`src/rtl/spi_ram_pkg.sv`:
```
// Shared SPI RAM link definitions: command codes, frame sizes and the master state encoding.
package spi_ram_pkg;

  localparam logic [1:0] CMD_WR_ADDR = 2'b00;
  localparam logic [1:0] CMD_WR_DATA = 2'b01;
  localparam logic [1:0] CMD_RD_ADDR = 2'b10;
  localparam logic [1:0] CMD_RD_DATA = 2'b11;

  localparam int FRAME_BITS = 10;
  localparam int REPLY_BITS = 8;

  typedef enum logic [2:0] {
    ST_IDLE,
    ST_START,
    ST_SHIFT,
    ST_TURN,
    ST_READ,
    ST_END
  } state_t;

  // The leading mode bit tells the slave which half of the command set follows.
  function automatic logic frame_mode(input logic [1:0] cmd);
    return cmd[1];
  endfunction

endpackage

```
`src/rtl/spi_ram_master_if.sv`:
```
// Host command/response handshake plus the SPI pins of the RAM link.
interface spi_ram_master_if;
  import spi_ram_pkg::*;

  logic                  req_valid;
  logic                  req_ready;
  logic [1:0]            req_cmd;
  logic [REPLY_BITS-1:0] req_data;
  logic                  rsp_valid;
  logic [REPLY_BITS-1:0] rsp_data;
  logic                  busy;
  logic                  SS_n;
  logic                  MOSI;
  logic                  MISO;

  modport master (
    input  req_valid, req_cmd, req_data, MISO,
    output req_ready, rsp_valid, rsp_data, busy, SS_n, MOSI
  );

  modport slave (
    output req_valid, req_cmd, req_data, MISO,
    input  req_ready, rsp_valid, rsp_data, busy, SS_n, MOSI
  );

endinterface

```
`src/rtl/spi_ram_master.sv`:
```
// Frame-level SPI master for the single-port-RAM SPI slave; all outputs registered.
// Optional SPI_RAM_MASTER_STATS_EN adds frame_cnt / rd_cnt statistics outputs.
module spi_ram_master
  import spi_ram_pkg::*;
#(
  parameter int TURN_CYCLES = 2,
  parameter int GAP_CYCLES  = 1
) (
  input  logic             CLK,
  input  logic             rst,
`ifdef SPI_RAM_MASTER_STATS_EN
  output logic [15:0]      frame_cnt,
  output logic [15:0]      rd_cnt,
`endif
  spi_ram_master_if.master bus
);

  localparam logic [3:0] SHIFT_LOAD = 4'(FRAME_BITS - 1);
  localparam logic [3:0] TURN_LOAD  = 4'(TURN_CYCLES - 1);
  localparam logic [3:0] READ_LOAD  = 4'(REPLY_BITS - 1);
  localparam logic [3:0] GAP_LOAD   = 4'(GAP_CYCLES - 1);

  state_t                r_state, w_state_next;
  logic [3:0]            r_cnt, w_cnt_next;
  logic [FRAME_BITS-1:0] r_shift, w_shift_next;
  logic [REPLY_BITS-1:0] r_rx, w_rx_next;
  logic                  r_rd_frame, w_rd_frame_next;
  logic                  r_ss_n, w_ss_n_next;
  logic                  r_mosi, w_mosi_next;
  logic                  r_req_ready, w_req_ready_next;
  logic                  r_busy, w_busy_next;
  logic                  r_rsp_valid, w_rsp_valid_next;
  logic [REPLY_BITS-1:0] r_rsp_data, w_rsp_data_next;
  logic [REPLY_BITS-1:0] w_rx_shifted;
  logic                  w_accept;

  assign w_rx_shifted = {r_rx[REPLY_BITS-2:0], bus.MISO};
  assign w_accept     = bus.req_valid && r_req_ready && (r_state == ST_IDLE);

  always_comb begin
    w_state_next     = r_state;
    w_cnt_next       = r_cnt;
    w_shift_next     = r_shift;
    w_rx_next        = r_rx;
    w_rd_frame_next  = r_rd_frame;
    w_rsp_data_next  = r_rsp_data;
    w_rsp_valid_next = 1'b0;

    unique case (r_state)
      ST_IDLE: begin
        if (w_accept) begin
          w_state_next    = ST_START;
          w_shift_next    = {bus.req_cmd, bus.req_data};
          w_rd_frame_next = (bus.req_cmd == CMD_RD_DATA);
          w_rx_next       = '0;
        end
      end
      ST_START: begin
        w_state_next = ST_SHIFT;
        w_cnt_next   = SHIFT_LOAD;
        w_shift_next = r_shift << 1;
      end
      ST_SHIFT: begin
        if (r_cnt == 4'd0) begin
          if (r_rd_frame) begin
            w_state_next = ST_TURN;
            w_cnt_next   = TURN_LOAD;
          end else begin
            w_state_next = ST_END;
            w_cnt_next   = GAP_LOAD;
          end
        end else begin
          w_cnt_next   = r_cnt - 4'd1;
          w_shift_next = r_shift << 1;
        end
      end
      ST_TURN: begin
        if (r_cnt == 4'd0) begin
          w_state_next = ST_READ;
          w_cnt_next   = READ_LOAD;
        end else begin
          w_cnt_next = r_cnt - 4'd1;
        end
      end
      ST_READ: begin
        // MISO is sampled on the edge that closes each READ cycle.
        w_rx_next = w_rx_shifted;
        if (r_cnt == 4'd0) begin
          w_state_next     = ST_END;
          w_cnt_next       = GAP_LOAD;
          w_rsp_data_next  = w_rx_shifted;
          w_rsp_valid_next = 1'b1;
        end else begin
          w_cnt_next = r_cnt - 4'd1;
        end
      end
      ST_END: begin
        if (r_cnt == 4'd0) begin
          w_state_next = ST_IDLE;
        end else begin
          w_cnt_next = r_cnt - 4'd1;
        end
      end
      default: begin
        w_state_next = ST_IDLE;
      end
    endcase

    // Pin values are a function of the state being entered, so they line up with it.
    w_ss_n_next      = 1'b1;
    w_mosi_next      = 1'b0;
    w_busy_next      = (w_state_next != ST_IDLE);
    w_req_ready_next = (w_state_next == ST_IDLE);
    unique case (w_state_next)
      ST_START: begin
        w_ss_n_next = 1'b0;
        w_mosi_next = frame_mode(bus.req_cmd);
      end
      ST_SHIFT: begin
        w_ss_n_next = 1'b0;
        w_mosi_next = r_shift[FRAME_BITS-1];
      end
      ST_TURN, ST_READ: begin
        w_ss_n_next = 1'b0;
      end
      default: begin
      end
    endcase
  end

  always_ff @(posedge CLK) begin
    if (rst) begin
      r_state     <= ST_IDLE;
      r_cnt       <= '0;
      r_shift     <= '0;
      r_rx        <= '0;
      r_rd_frame  <= 1'b0;
      r_ss_n      <= 1'b1;
      r_mosi      <= 1'b0;
      r_req_ready <= 1'b0;
      r_busy      <= 1'b0;
      r_rsp_valid <= 1'b0;
      r_rsp_data  <= '0;
    end else begin
      r_state     <= w_state_next;
      r_cnt       <= w_cnt_next;
      r_shift     <= w_shift_next;
      r_rx        <= w_rx_next;
      r_rd_frame  <= w_rd_frame_next;
      r_ss_n      <= w_ss_n_next;
      r_mosi      <= w_mosi_next;
      r_req_ready <= w_req_ready_next;
      r_busy      <= w_busy_next;
      r_rsp_valid <= w_rsp_valid_next;
      r_rsp_data  <= w_rsp_data_next;
    end
  end

  assign bus.SS_n      = r_ss_n;
  assign bus.MOSI      = r_mosi;
  assign bus.req_ready = r_req_ready;
  assign bus.busy      = r_busy;
  assign bus.rsp_valid = r_rsp_valid;
  assign bus.rsp_data  = r_rsp_data;

`ifdef SPI_RAM_MASTER_STATS_EN
  logic [15:0] r_frame_cnt;
  logic [15:0] r_rd_cnt;
  logic        w_end_entry;

  assign w_end_entry = (w_state_next == ST_END) && (r_state != ST_END);

  always_ff @(posedge CLK) begin
    if (rst) begin
      r_frame_cnt <= '0;
      r_rd_cnt    <= '0;
    end else if (w_end_entry) begin
      r_frame_cnt <= r_frame_cnt + 16'd1;
      if (r_rd_frame) begin
        r_rd_cnt <= r_rd_cnt + 16'd1;
      end
    end
  end

  assign frame_cnt = r_frame_cnt;
  assign rd_cnt    = r_rd_cnt;
`endif

endmodule

```
`src/flat_wrapper.sv`:
```
// flat-port wrapper written by rule: the top's interface ports become plain ports
module spi_ram_master_flat import spi_ram_pkg::*;
#(
  parameter int TURN_CYCLES = 2,
  parameter int GAP_CYCLES  = 1
)
  (CLK, rst, bus_req_valid, bus_req_cmd, bus_req_data, bus_MISO, bus_req_ready, bus_rsp_valid, bus_rsp_data, bus_busy, bus_SS_n, bus_MOSI);
  spi_ram_master_if bus_i ();
  input  logic CLK;
  input  logic rst;
  input wire logic [$bits(bus_i.req_valid)-1:0] bus_req_valid;
  input wire logic [$bits(bus_i.req_cmd)-1:0] bus_req_cmd;
  input wire logic [$bits(bus_i.req_data)-1:0] bus_req_data;
  input wire logic [$bits(bus_i.MISO)-1:0] bus_MISO;
  output wire logic [$bits(bus_i.req_ready)-1:0] bus_req_ready;
  output wire logic [$bits(bus_i.rsp_valid)-1:0] bus_rsp_valid;
  output wire logic [$bits(bus_i.rsp_data)-1:0] bus_rsp_data;
  output wire logic [$bits(bus_i.busy)-1:0] bus_busy;
  output wire logic [$bits(bus_i.SS_n)-1:0] bus_SS_n;
  output wire logic [$bits(bus_i.MOSI)-1:0] bus_MOSI;
  assign bus_i.req_valid = bus_req_valid;
  assign bus_i.req_cmd = bus_req_cmd;
  assign bus_i.req_data = bus_req_data;
  assign bus_i.MISO = bus_MISO;
  assign bus_req_ready = bus_i.req_ready;
  assign bus_rsp_valid = bus_i.rsp_valid;
  assign bus_rsp_data = bus_i.rsp_data;
  assign bus_busy = bus_i.busy;
  assign bus_SS_n = bus_i.SS_n;
  assign bus_MOSI = bus_i.MOSI;
  spi_ram_master #(.TURN_CYCLES(TURN_CYCLES), .GAP_CYCLES(GAP_CYCLES)) u_core (.CLK(CLK), .rst(rst), .bus(bus_i));
endmodule
```
`config.mk`:
```
export PLATFORM = sky130hd
export DESIGN_NAME = spi_ram_master_flat
export DESIGN_NICKNAME = d
export VERILOG_FILES = /design/src/rtl/spi_ram_pkg.sv /design/src/rtl/spi_ram_master_if.sv /design/src/rtl/spi_ram_master.sv /design/src/flat_wrapper.sv
export SDC_FILE = /design/constraint.sdc
export NUM_CORES = 1
export LEC_CHECK = 0
export CORE_ASPECT_RATIO = 1.75
export CORE_UTILIZATION = 35
export CTS_CLUSTER_DIAMETER = 60
export CTS_CLUSTER_SIZE = 16
export DETAILED_ROUTE_END_ITERATION = 8
export GPL_TIMING_DRIVEN = 0
export MAX_ROUTING_LAYER = met4
export PLACE_DENSITY_LB_ADDON = 0.25
export SETUP_SLACK_MARGIN = 0.02
export SKIP_LAST_GASP = 1
export SYNTH_ARGS = -nofsm -noshare
export SYNTH_HDL_FRONTEND = slang
export SYNTH_SLANG_ARGS = --single-unit
```
`constraint.sdc`:
```
create_clock -name CLK -period 1.9 [get_ports CLK]
set_clock_uncertainty 0.1 [all_clocks]
set_input_delay 0.475 -clock CLK [delete_from_list [all_inputs] [get_ports CLK]]
set_output_delay 0.475 -clock CLK [all_outputs]
set_load 0.01 [all_outputs]
```
==> run_results.csv <==
group,metric,value,unit
timing,maxSlewHeadroom,68.7,%
timing,max_freq,547,MHz
placed_design,dpl.cell_count,288,
synth,synth_seq_cells,38,
placed_design,dp_hpwl,3.09,mm
global_routing,grt_start_max_net_pins,13,
detailed_routing,firstDrtPassIters,4,
synth,synth_largest_area_cell,"dfxtp_1",
timing,rsz0062_at_grt,"yes",
synth,async_flop_share,0,%
synth,ys_types,45,
floorplanning,start_util,36.3,%
timing,tns,0,ns
synth,synth_top_family_by_area,"compound AO/OA/AOI/OAI gates",
synth,syn-num-nets,225,
cells_and_area,final_cells,298,
setup_path,worst-path-max-fanout,7,
timing,worstMarginPinSlew,0.469,ns
synth,ys.flop_type,"dfxtp_1",
detailed_routing,totalWireLength,4.32,mm
clocking,cts_buffers,5,
synth,yosys.area_share.xor_xnor,1.94,%
placed_design,numPortBuffers,25,
synth,synthAdderAreaFrac,1.39,%
synth,yosysSeqAreaShare,42.1,%
clocking,clk_path_buf_depth,2,
setup_path,cp-start-kind,"flip-flop",
detailed_routing,viasPerCell,5.44,
synth,yosysWarningCount,0,
setup_path,slowest_stage,"or3b_4",
synth,synth-simple-area-share,21.2,%
cells_and_area,regArea,763,µm²
floorplanning,rows,34,
timing,finalCriticalPeriod,1.83,ns
floorplanning,io_pins,27,
power,power_density,1640,nW/µm²
setup_path,worst-path-buf-inv,1,
detailed_routing,drc_errors,0,
synth,synthTopCellsByArea,"dfxtp_1 42%, a21oi_1 8.9%, mux2i_1 5.5%, nand2_1 4.6%, nand3_1 4.4%",
synth,synth_edf_count,0,
cells_and_area,multi_input_area,1030,µm²
synth,syn_inst,209,
clocking,cts_tree,"built",
setup_path,cp-end-kind,"flip-flop",
timing,fin_hold_ws,0.336,ns
clocking,clk_latency,0.29,ns
power,p_leak,0.829,nW
synth,synth_compound_area_share,22.6,%
floorplanning,die_w,56.3,µm
cells_and_area,layout-drive-gt1-share,18.0,%
cells_and_area,diodes,0,
floorplanning,die_area,5460,µm²
timing,finalSetupViolCount,0,
clocking,clock-sinks,38,
detailed_routing,ant_nets,0,
global_routing,gr-usage-all-layers,17.0,%
setup_path,critPathArrivalTime,1.97,ns
synth,yosysMostFrequentCell,"dfxtp_1",
placed_design,dpl_cell_area,2140,µm²
detailed_routing,dr.first_iter.drc_count,22,
run_status,status,"complete, no violations",
setup_path,path_cells,"inv_2 -> ha_4 -> or3b_4 -> xnor2_2 -> a2111oi_4 -> o21a_1",
synth,syn_area,1810,µm²
setup_path,required,2.04,ns
clocking,cts-root-buf,"clkbuf_8",
placed_design,place_congestion,0.862,
timing,period_share,96.3,%
synth,synth_common_cells,"38 x dfxtp_1, 32 x a21oi_1, 22 x nand2_1",
power,peakVddDrop,0.000981,V
detailed_routing,drt-wirelength-per-cell,14.5,µm
floorplanning,die_y,97.0,µm
detailed_routing,vias,1620,
setup_path,critPathKind,"flip-flop to flip-flop",
floorplanning,core_area,4980,µm²
synth,synth.area.mux_share,5.54,%
setup_path,cp_top_family,"compound AO/OA/AOI/OAI gates",
clocking,h-tree-depth,2,
timing,hold_viol,0,
global_routing,antenna_found_initial,0,
cells_and_area,design_area,2370,µm²
global_routing,grt_overflow,0,
cells_and_area,postLayoutCoreUtil,47.7,%
cells_and_area,nets,259,
clocking,clk_pin_slew_worst_paths,0.08,ns
timing,slew_violations,0,
global_routing,grt_pass1_wl,7.11,mm
synth,syn_area_per_cell,8.64,µm²
global_routing,grt_pass1_vias,1554,
cells_and_area,area_growth,31.4,%
cells_and_area,num-fill-cells,488,
synth,synth.top_cell.area_share,42.1,%
setup_path,max_stage_delay,0.44,ns
run,cap_viol_max_count,0,
worst_hold_path,hp-class,"input pin to flip-flop",
==> through the flow <==
stage | total power [mW] | setup WS, ns
finish | 3.90 | 0.0709
global route | 4.15 | 0.00908
CTS | 3.81 | 0.00485
detailed placement | 2.85 | -0.395
global placement | 2.83 | -0.390
floorplan | 2.42 | 0.0450
==> per-layer routing <==
metal  track usage (%)  wire length, µm
met3              3.21              108
met1              17.8             1720
met5                 -                0
met2              30.0             2390
met4              7.88               98
==> state kept, by name, indices dropped and copies added (netlist names) <==
signal	count
u_core.bus.req_ready	1
u_core.bus.rsp_data	8
u_core.bus.MOSI	1
u_core.bus.busy	1
u_core.bus.SS_n	1
u_core.bus.rsp_valid	1
u_core.r_cnt	4
u_core.r_rx	7
u_core.r_shift	10
u_core.r_state	3
u_core.r_rd_frame	1
==> worst register-to-register path, cell delays in order (launching register included) <==
cell and delay, ns:
dfxtp_2 0.33, inv_2 0.07, ha_4 0.14, or3b_4 0.44, xnor2_2 0.17, a2111oi_4 0.37
o21a_1 0.15
==> layout make-up <==
cell class | instances | area share (%)
Buffer | 13 | 2.95
Multi-Input combinational cell | 151 | 43.3
Clock buffer | 6 | 3.48
Clock inverter | 2 | 2.53
Inverter | 4 | 0.633
Tap cell | 54 | 2.85
Timing Repair Buffer | 30 | 12.1
Sequential cell | 38 | 32.2
==> path summary, 6_finish.rpt <==
check	startpoint	endpoint	slack, ns	cells past startpoint
max reg2reg	u_core.r_cnt[0]$_SDFFE_PP0P_	u_core.bus.MOSI$_SDFF_PP0_	0.07	6
min reg2reg	u_core.r_rx[6]$_SDFFE_PP0P_	u_core.bus.rsp_data[7]$_SDFFE_PP0P_	0.36	2
min	rst	u_core.r_state[2]$_SDFF_PP0_	0.34	2
max	u_core.r_cnt[0]$_SDFFE_PP0P_	u_core.bus.MOSI$_SDFF_PP0_	0.07	6
==> power breakdown <==
group	internal (mW)	leakage, nW	switching [mW]
clock network	0.560	0.0714	0.291
logic	0.866	0.447	1.12
registers	0.961	0.310	0.105
total	2.39	0.829	1.52
==> repair_timing <==
item	4_1_cts	5_1_grt
hold buffers	0	0
pin swaps	2	2
gates resized for setup	9	15
buffers inserted	5	0
setup endpoints to repair	23	30
endpoints found under the hold margin	0	0
gates cloned	0	0
==> placed cells by master, fill, tap and decap left out, types with 2 or more instances in the layout <==
cell type,netlist,routed
nor2_2,1,2
nor3b_4,0,2
xnor2_1,3,2
and2_1,2,2
a22oi_1,2,2
nor3b_1,2,2
o21bai_1,2,2
nand3_1,16,16
dfxtp_2,0,2
or3_1,2,2
inv_1,4,2
dfxtp_1,38,36
a21oi_1,32,31
clkdlybuf4s50_1,0,25
nor3_1,4,4
inv_2,0,2
bufinv_16,0,2
nor2b_1,2,2
mux2i_1,10,10
clkbuf_4,0,2
clkbuf_8,0,6
buf_2,3,4
a211oi_1,10,10
buf_4,2,7
clkbuf_1,9,4
nand2_1,22,21
nand2b_1,3,3
o21ai_0,6,5
nor2_1,8,7
==> kinds of logic after synthesis <==
logic type,count (synthesis)
buffers and inverters,20
DFF,38
muxes,10
and+or+nand+nor,71
adders and majority gates,2
xor gates and xnor gates,4
AOI/OAI and AO/OA,64
No activity file was read; power rests on OpenSTA's default activity.
